[config.mk]
export PLATFORM = sky130hd
export DESIGN_NAME = sfx_tone_queue
export DESIGN_NICKNAME = d
export VERILOG_FILES = /design/src/rtl/sfx_tone_queue.sv
export SDC_FILE = /design/constraint.sdc
export NUM_CORES = 1
export LEC_CHECK = 0
export ABC_AREA = 0
export BUFFER_PORTS_ARGS = -buffer_cell sky130_fd_sc_hd__buf_2
export CORE_UTILIZATION = 60
export CTS_CLUSTER_DIAMETER = 150
export DETAILED_ROUTE_END_ITERATION = 8
export GPL_TIMING_DRIVEN = 0
export PLACE_DENSITY = 0.78
export SLEW_MARGIN = 10
export SYNTH_ARGS = -nofsm -noshare
export SYNTH_HDL_FRONTEND = slang
export SYNTH_SLANG_ARGS = --single-unit
[constraint.sdc]
create_clock -name clk -period 4.4 [get_ports clk]
set_input_delay 0.88 -clock clk [delete_from_list [all_inputs] [get_ports clk]]
set_output_delay 0.88 -clock clk [all_outputs]
set_load 0.01 [all_outputs]
[src/rtl/sfx_tone_queue.sv]
// Tone sequencer: a small FIFO of {half-period, duration} requests played back as a square wave.
// Optional build macro SFX_DECAY_EN adds a per-tone linear amplitude decay.
module sfx_tone_queue #(
   parameter int unsigned        DEPTH    = 4,
   parameter int unsigned        DIV_W    = 22,
   parameter int unsigned        DUR_W    = 26,
   parameter logic signed [15:0] AMP      = 16'sd1000,
   parameter int unsigned        DECAY_SH = 16
) (
   input  logic                      clk,
   input  logic                      rst,
   input  logic                      req_valid,
   output logic                      req_ready,
   input  logic [DIV_W-1:0]          req_div,
   input  logic [DUR_W-1:0]          req_dur,
   input  logic                      req_urgent,
   input  logic                      flush,
   output logic signed [15:0]        audio,
   output logic                      busy,
   output logic                      tone_on,
   output logic [$clog2(DEPTH):0]    level
);

   localparam int unsigned AW = $clog2(DEPTH);
   localparam int unsigned LW = AW + 1;

   if (DEPTH < 2 || (DEPTH & (DEPTH - 1)) != 0 || DECAY_SH == 0) begin : g_cfg_invalid
      $error("sfx_tone_queue: DEPTH must be a power of 2 >= 2 and DECAY_SH >= 1");
   end

   typedef enum logic {IDLE = 1'b0, PLAY = 1'b1} state_e;

   state_e                state_q, state_d;
   logic [DIV_W-1:0]      cur_div_q, cur_div_d;
   logic [DUR_W-1:0]      cur_dur_q, cur_dur_d;
   logic [DIV_W-1:0]      div_cnt_q, div_cnt_d;
   logic [DUR_W-1:0]      dur_cnt_q, dur_cnt_d;
   logic                  phase_q, phase_d;
   logic signed [15:0]    audio_q, audio_d;
   logic [AW-1:0]         wr_ptr_q, wr_ptr_d, rd_ptr_q, rd_ptr_d;
   logic [LW-1:0]         level_q, level_d;
   logic [DIV_W-1:0]      div_mem [DEPTH];
   logic [DUR_W-1:0]      dur_mem [DEPTH];

   logic                  accept_s, push_s, pop_s, last_s, load_s;
   logic [DIV_W-1:0]      ld_div_s;
   logic [DUR_W-1:0]      ld_dur_s;
   logic signed [15:0]    amp_s;

`ifdef SFX_DECAY_EN
   logic [15:0]           amp_q, amp_d;
   logic [DECAY_SH-1:0]   decay_cnt_q, decay_cnt_d;
   assign amp_s = $signed(amp_q);
`else
   assign amp_s = AMP;
`endif

   // Ready uses the pre-pop level, so a full queue never passes a push through
   assign req_ready = !flush && ((level_q < LW'(DEPTH)) || req_urgent);
   assign accept_s  = req_valid && req_ready;
   assign push_s    = accept_s && !req_urgent;
   assign last_s    = (state_q == PLAY) && (dur_cnt_q == cur_dur_q - {{(DUR_W-1){1'b0}}, 1'b1});

   assign audio   = audio_q;
   assign busy    = (state_q == PLAY);
   assign tone_on = (state_q == PLAY) && (cur_div_q != {DIV_W{1'b0}});
   assign level   = level_q;

   // FIFO storage write port
   always_ff @(posedge clk) begin
      if (push_s) begin
         div_mem[wr_ptr_q] <= req_div;
         dur_mem[wr_ptr_q] <= req_dur;
      end
   end

   // Next-state: flush beats urgent, urgent beats normal queue traffic
   always_comb begin
      state_d   = state_q;
      cur_div_d = cur_div_q;
      cur_dur_d = cur_dur_q;
      div_cnt_d = div_cnt_q;
      dur_cnt_d = dur_cnt_q;
      phase_d   = phase_q;
      wr_ptr_d  = wr_ptr_q;
      rd_ptr_d  = rd_ptr_q;
      level_d   = level_q;
      pop_s     = 1'b0;
      load_s    = 1'b0;
      ld_div_s  = req_div;
      ld_dur_s  = req_dur;
`ifdef SFX_DECAY_EN
      amp_d       = amp_q;
      decay_cnt_d = decay_cnt_q;
`endif
      if ((state_q == PLAY) && (cur_div_q != {DIV_W{1'b0}})) begin
         audio_d = phase_q ? amp_s : -amp_s;
      end else begin
         audio_d = 16'sd0;
      end

      if (flush) begin
         state_d  = IDLE;
         wr_ptr_d = {AW{1'b0}};
         rd_ptr_d = {AW{1'b0}};
         level_d  = {LW{1'b0}};
         audio_d  = 16'sd0;
      end else if (accept_s && req_urgent) begin
         wr_ptr_d = {AW{1'b0}};
         rd_ptr_d = {AW{1'b0}};
         level_d  = {LW{1'b0}};
         load_s   = 1'b1;
      end else begin
         if (state_q == PLAY) begin
            if (last_s) begin
               if (level_q != {LW{1'b0}}) begin
                  pop_s = 1'b1;
               end else begin
                  state_d = IDLE;
               end
            end else begin
               dur_cnt_d = dur_cnt_q + {{(DUR_W-1){1'b0}}, 1'b1};
               if (cur_div_q == {DIV_W{1'b0}}) begin
                  div_cnt_d = div_cnt_q;
               end else if (div_cnt_q == cur_div_q - {{(DIV_W-1){1'b0}}, 1'b1}) begin
                  div_cnt_d = {DIV_W{1'b0}};
                  phase_d   = !phase_q;
               end else begin
                  div_cnt_d = div_cnt_q + {{(DIV_W-1){1'b0}}, 1'b1};
               end
`ifdef SFX_DECAY_EN
               decay_cnt_d = decay_cnt_q + {{(DECAY_SH-1){1'b0}}, 1'b1};
               if ((decay_cnt_q == {DECAY_SH{1'b1}}) && (amp_q != 16'd0)) begin
                  amp_d = amp_q - 16'd1;
               end else begin
                  amp_d = amp_q;
               end
`endif
            end
         end else begin
            pop_s = (level_q != {LW{1'b0}});
         end

         if (pop_s) begin
            rd_ptr_d = rd_ptr_q + {{(AW-1){1'b0}}, 1'b1};
            ld_div_s = div_mem[rd_ptr_q];
            ld_dur_s = dur_mem[rd_ptr_q];
            load_s   = 1'b1;
         end else begin
            rd_ptr_d = rd_ptr_q;
         end
         if (push_s) begin
            wr_ptr_d = wr_ptr_q + {{(AW-1){1'b0}}, 1'b1};
         end else begin
            wr_ptr_d = wr_ptr_q;
         end
         level_d = level_q + LW'(push_s) - LW'(pop_s);
      end

      // A zero-duration entry is dropped here, costing exactly the pop cycle
      if (load_s) begin
         state_d   = (ld_dur_s != {DUR_W{1'b0}}) ? PLAY : IDLE;
         cur_div_d = ld_div_s;
         cur_dur_d = ld_dur_s;
         div_cnt_d = {DIV_W{1'b0}};
         dur_cnt_d = {DUR_W{1'b0}};
         phase_d   = 1'b1;
`ifdef SFX_DECAY_EN
         amp_d       = AMP;
         decay_cnt_d = {DECAY_SH{1'b0}};
`endif
      end else begin
         cur_div_d = cur_div_d;
      end
   end

   // State and datapath registers
   always_ff @(posedge clk or posedge rst) begin
      if (rst) begin
         state_q   <= IDLE;
         cur_div_q <= {DIV_W{1'b0}};
         cur_dur_q <= {DUR_W{1'b0}};
         div_cnt_q <= {DIV_W{1'b0}};
         dur_cnt_q <= {DUR_W{1'b0}};
         phase_q   <= 1'b1;
         audio_q   <= 16'sd0;
         wr_ptr_q  <= {AW{1'b0}};
         rd_ptr_q  <= {AW{1'b0}};
         level_q   <= {LW{1'b0}};
`ifdef SFX_DECAY_EN
         amp_q       <= AMP;
         decay_cnt_q <= {DECAY_SH{1'b0}};
`endif
      end else begin
         state_q   <= state_d;
         cur_div_q <= cur_div_d;
         cur_dur_q <= cur_dur_d;
         div_cnt_q <= div_cnt_d;
         dur_cnt_q <= dur_cnt_d;
         phase_q   <= phase_d;
         audio_q   <= audio_d;
         wr_ptr_q  <= wr_ptr_d;
         rd_ptr_q  <= rd_ptr_d;
         level_q   <= level_d;
`ifdef SFX_DECAY_EN
         amp_q       <= amp_d;
         decay_cnt_q <= decay_cnt_d;
`endif
      end
   end

endmodule

After elaboration in Yosys (flattened, before gate mapping)
Memories as Yosys holds them, arrays and structs flattened.
Cells that the tools add are included.
{"block": "totals", "mem_count": 2, "input_bits": 53, "ramBits": 192, "output_inout_bits": 22, "register_bits": 121, "wordCells": 101}
{"memory": "dur_mem", "words": 4, "word_bits": 26, "rd": 1, "rd_ports_with_merged_regs": 0, "wr": 1, "line": "43", "source": "logic [DUR_W-1:0] dur_mem [DEPTH];"}
{"memory": "div_mem", "words": 4, "word_bits": 22, "rd": 1, "rd_ports_with_merged_regs": 0, "wr": 1, "line": "42", "source": "logic [DIV_W-1:0] div_mem [DEPTH];"}
{"block": "op_classes", "n_eq_ne": 7, "n_mux": 52, "add_sub_neg": 8, "n_lt_le_gt_ge": 1, "reduce_logical": 21}
{"op": "two-way mux 22 bit", "n": 10}
{"op": "two-way mux 26 bit", "n": 8}
{"op": "two-way mux 16 bit", "n": 3}
{"op": "adder 26 x 1 -> 26 bit, second input constant", "n": 1}
{"op": "== test 26 bit", "n": 1}
{"op": "nonzero test 26 bit", "n": 1}
{"op": "subtractor 26 x 1 -> 26 bit, second input constant", "n": 1}
{"op": "two-way mux 1 bit", "n": 23}
{"op": "adder 22 x 1 -> 22 bit, second input constant", "n": 1}
{"op": "== test 22 bit", "n": 1}
{"op": "logical NOT 22 bit", "n": 1}
{"op": "nonzero test 22 bit", "n": 1}
{"op": "subtractor 22 x 1 -> 22 bit, second input constant", "n": 1}
{"op": "two-way mux 2 bit", "n": 6}
{"op": "nonzero test 3 bit", "n": 3}
{"op": "logical AND 1 bit", "n": 6}
{"op": "two-way mux 3 bit", "n": 2}
{"op": "AND reduction 6 bit", "n": 1}
{"op": "AND reduction 5 bit", "n": 1}
{"op": "adder 2 x 1 -> 2 bit, second input constant", "n": 2}
{"op": "!= test 2 x 1 -> 1 bit, second input constant", "n": 2}
{"op": "!= test 2 bit, second input constant", "n": 2}
{"op": "AND reduction 4 bit", "n": 1}
{"op": "nonzero test 2 bit", "n": 2}
{"op": "other kinds (6)", "n": 8}

Longest topological paths before layout
{"block": "logic_depth", "depth_word": 13, "ltp_mapped": 17, "ltp_nobuf": 17}

Worst setup path before layout
OpenSTA, ideal clock, no wires.
{"block": "synth_path", "path_type": "reg2reg", "startpoint": "register cur_dur_q[0]", "endpoint": "register level_q[2], in the netlist level[2]", "slack_ps": 405, "setup_time_ps": 120, "n_path_buf": 0, "t_required_ps": 4280, "synth_period_minus_slack_ps": 3995, "arrival_ps": 3875, "path_stages_with_launch": 18, "cell_sequence": "dfrtp_1 inv_1 ha_1 nor4b_1 a21oi_1 or4b_1 and3_1 nor4_4 a31oi_1 nor2_1 ha_1 inv_1 ha_1 inv_1 fa_1 xnor2_1 xnor2_1 nor2_1"}
{"block": "synth_between", "elab_chain_cells": 10}
{"element": "from (decl)", "line": "35", "source": "logic [DUR_W-1:0] cur_dur_q, cur_dur_d;"}
{"element": "from (signal assigned)", "line": "182", "source": "cur_dur_q <= {DUR_W{1'b0}};"}
{"element": "from (signal assigned)", "line": "197", "source": "cur_dur_q <= cur_dur_d;"}
{"element": "subtractor 26 x 1 -> 26 bit", "line": "62", "source": "assign last_s = (state_q == PLAY) && (dur_cnt_q == cur_dur_q - {{(DUR_W-1){1'b0}}, 1'b1});"}
{"element": "== test 26 bit", "line": "62"}
{"element": "logical AND 1 bit", "line": "62"}
{"element": "two-way mux 1 bit", "line": "115", "source": "if (last_s) begin"}
{"element": "two-way mux 1 bit", "line": "114", "source": "if (state_q == PLAY) begin"}
{"element": "two-way mux 1 bit", "line": "108", "source": "end else if (accept_s && req_urgent) begin"}
{"element": "two-way mux 1 bit", "line": "102", "source": "if (flush) begin"}
{"element": "subtractor 3 x 1 -> 3 bit", "line": "157", "source": "level_d = level_q + LW'(push_s) - LW'(pop_s);"}
{"element": "two-way mux 3 bit", "line": "108"}
{"element": "two-way mux 3 bit", "line": "102"}
{"element": "named net level_d[2]", "line": "41", "source": "logic [LW-1:0] level_q, level_d;"}
{"element": "to (signal assigned)", "line": "189", "source": "level_q <= {LW{1'b0}};"}
{"element": "to (signal assigned)", "line": "204", "source": "level_q <= level_d;"}
{"element": "to (decl)", "line": "41"}
The timed path passes the listed nets, and every way through them passes these cells. The select of a mux whose other input is x is not followed.
A chain may end at the register's enable or synchronous reset.

Worst setup path in the final report
{"block": "layout_path", "startpoint": "register cur_dur_q[19]", "endpoint": "register level_q[2], in the netlist level[2]"}
Same word-level chain as after synthesis.

==> results_dict.tcl <==
set metrics [dict create \
    pwr_density_cell_nw_per_um2 543.9 \
    syn_to_final_growth_pct 13.20 \
    min_path_type "in -> async" \
    synth_top_family_by_area "simple AND/OR/NAND/NOR gates" \
    grt_max_degree 90 \
    tightest_slew_ns 1.096 \
    synthAdderAreaFrac 0.01080 \
    gr-usage-all-layers 0.2875 \
    fin_cells 1597 \
    grt_pass1_vias 9642 \
    cts.path.max_buffers 3 \
    synth_xor_area_frac 0.04082 \
    num_antenna_cells 0 \
    clkSlewWorstSetupHoldPaths_ns 0.06 \
    reg2reg_depth 16 \
    wirelength_mm 34.34 \
    vias_per_cell 6.416 \
    status "finished, final reports clean" \
    netlist_instances 1144 \
    synthMuxAreaShare 0.09612 \
    cp_max_fo 8 \
    ant_nets 0 \
    dpl.hpwl_mm 23.18 \
    period_needed_ns 4.277 \
    antenna_found_initial 0 \
    synth_cell_types 85 \
    setup_ws_ns 0.1230 \
    place_inst 1537 \
    initial_core_util 0.6161 \
    dieArea_um2 24950 \
    cp-start-kind "register" \
    first_pass_iters 5 \
    core_um2 23680 \
    tritoncts.num_buffers 31 \
    die_w_um 157.9 \
    num_rows 56 \
    cts_tree "built" \
    ys_async_sr_fraction 0.3600 \
    irDropWorstVdd_v 0.0003789 \
    crit_arrival_ns 4.74 \
    reg2reg_slack_ns 0.12 \
    io_buffers 71 \
    synthTopCellsByArea "edfxtp_1, dfrtp_1, mux4_2" \
    rsz0062_at_grt "true" \
    clkSinkCount 300 \
    place_ws_ns -0.2605 \
    synth_top_area_frac 0.3951 \
    routed-via-count 10250 \
    syn_avg_cell_area_um2 12.75 \
    maxClockFrequency_mhz 233.8 \
    drc_errors 0 \
    finalCritPeriodShare 0.9721 \
    synth_simple_gate_area_frac 0.1308 \
    maxCapViolCount 0 \
    finalHoldViolations 0 \
    critPathCapture "level[2]$_DFF_PP0_" \
    die_h_um 157.9 \
    synth_area_leader_cell "edfxtp_1" \
    critPathKind "reg -> reg" \
    ys_warn_count 0 \
    synth_area_um2 14590 \
    synth_commonest_cells "edfxtp_1, dfrtp_1, nor2_1" \
    ys_ff_latch 300 \
    reg2reg_to "level[2]$_DFF_PP0_" \
    nets 1318 \
    clk_latency_ns 0.58 \
    setup_violations 0 \
    leakage_nw 6.060 \
    grt_pass1_wl_mm 54.18 \
    final_cell_area_um2 16520 \
    placed_area_um2 15400 \
    yosysMostFrequentCell "edfxtp_1" \
    cts_root_buf "clkbuf_16" \
    synth-compound-area-share 0.1056 \
    ys.flop_type "edfxtp_1" \
    io_pins 75 \
    clock_skew_ns 0.01234 \
    tns_ns 0 \
    wire_per_inst_um 21.50 \
    report.final.slew_viol_count 0 \
    finalPower_mw 8.984 \
    relSlewSlack 0.2650 \
    synth-edff-count 192 \
    post-route-util 0.6975 \
    r2r-start "cur_dur_q[19]$_DFFE_PP0N_" \
    place.gp.congestion 0.9282 \
    startpoint "cur_dur_q[19]$_DFFE_PP0N_" \
    seq_area_frac_synth 0.5804 \
    whs_ns 0.2318 \
    cp-end-kind "register" \
    drive_above_1_share 0.1847 \
    worstPathRequired_ns 4.87 \
    globalRouteOverflowTotal 0 \
    htreeDepth 1 \
    first_iter_violations 1198 \
]
## flip-flops by register name, summed over array words and instances (netlist names)
name,flops
level,3
cur_div_q,22
rd_ptr_q,2
dur_mem,104
busy,1
div_cnt_q,22
wr_ptr_q,2
audio,3
div_mem,88
cur_dur_q,26
dur_cnt_q,26
phase_q,1
## cells in the final DEF (no fill, tap or decap), types with 12 or more instances in the layout
cell,netlist,layout
a21oi_1,56,56
and3_1,23,23
buf_2,15,86
buf_4,15,17
clkbuf_1,37,43
clkbuf_16,0,32
dfrtp_1,107,107
edfxtp_1,192,192
inv_1,32,31
mux2i_1,31,31
mux4_2,48,48
nand2_1,38,38
nand3_1,33,33
nand4_1,23,23
nor2_1,78,77
nor3_1,13,12
nor4_1,34,32
o21ai_0,61,61
o22ai_1,18,18
o31ai_1,16,16
or4_1,19,19
xnor2_1,46,46
xor2_1,22,22
## worst max-delay path, stage by stage (launching register included)
cell and delay, ns:
dfrtp_1 0.37, buf_6 0.13, or4_1 0.53, or4_1 0.41, a2111o_1 0.43, a22oi_2 0.28, o2111a_2 0.33, a31oi_2 0.20
nor2_2 0.23, ha_1 0.26, inv_1 0.05, ha_1 0.13, inv_1 0.05, fa_1 0.37, xnor2_1 0.19, xnor2_1 0.14
nor2_1 0.05
## power breakdown
| group | switching (mW) | leakage, nW | total, mW | internal [mW] |
|---|---|---|---|---|
| Clock | 1.10 | 0.518 | 2.69 | 1.60 |
| Sequential | 0.413 | 3.09 | 3.74 | 3.32 |
| Combinational | 1.51 | 2.45 | 2.55 | 1.05 |
| Total | 3.01 | 6.06 | 8.98 | 5.97 |
## worst min-delay path by stage
stage	start	endpoint	slack, ns	cells after the start
6_report	rst	dur_cnt_q[12]$_DFFE_PP0P_	0.23	2
3_5_place_dp	phase_q$_DFFE_PP1P_	audio[14]$_DFF_PP0_	0.54	1
4_1_cts	rst	dur_cnt_q[12]$_DFFE_PP0P_	0.22	2
2_1_floorplan	phase_q$_DFFE_PP1P_	audio[14]$_DFF_PP0_	0.48	1
3_3_place_gp	phase_q$_DFFE_PP1P_	audio[9]$_DFF_PP0_	0.54	1
5_1_grt	rst	dur_cnt_q[7]$_DFFE_PP0P_	0.24	2
## cell type report
| class | count | area (µm²) |
|---|---|---|
| clock inverter | 18 | 205.2 |
| clock buffer | 40 | 850.8 |
| timing repair buffer | 74 | 397.9 |
| inverter | 33 | 128.9 |
| multi-input combinational | 737 | 5677 |
| tap | 319 | 399.1 |
| fill | 1694 | 7164 |
| buffer | 76 | 390.4 |
| sequential | 300 | 8469 |
## cells by family (layout without fill, tap and decap cells)
family | Yosys count | count (layout)
flops | 300 | 300
compound gates | 237 | 237
buf+inv | 109 | 241
other cells | 1 | 3
fa+ha+maj | 12 | 12
mux | 80 | 80
simple gates | 337 | 337
xor+xnor | 68 | 68
## what timing repair did
action	CTS	global route
pin swaps	0	1
setup buffers	0	2
hold buffers	0	0
endpoints found under the setup margin	45	63
resized for setup	5	4
## layer usage
layer	wire length, µm	part of all wire	GRT usage	vias to the layer above
li1	-	-	-	4659
met1	15280	0.44	0.4344	5045
met2	15480	0.45	0.4386	475
met3	2711	0.079	0.04079	68
met4	872	0.025	0.08059	0
met5	0	0	0	-
Power figures use the tool's default switching activity.
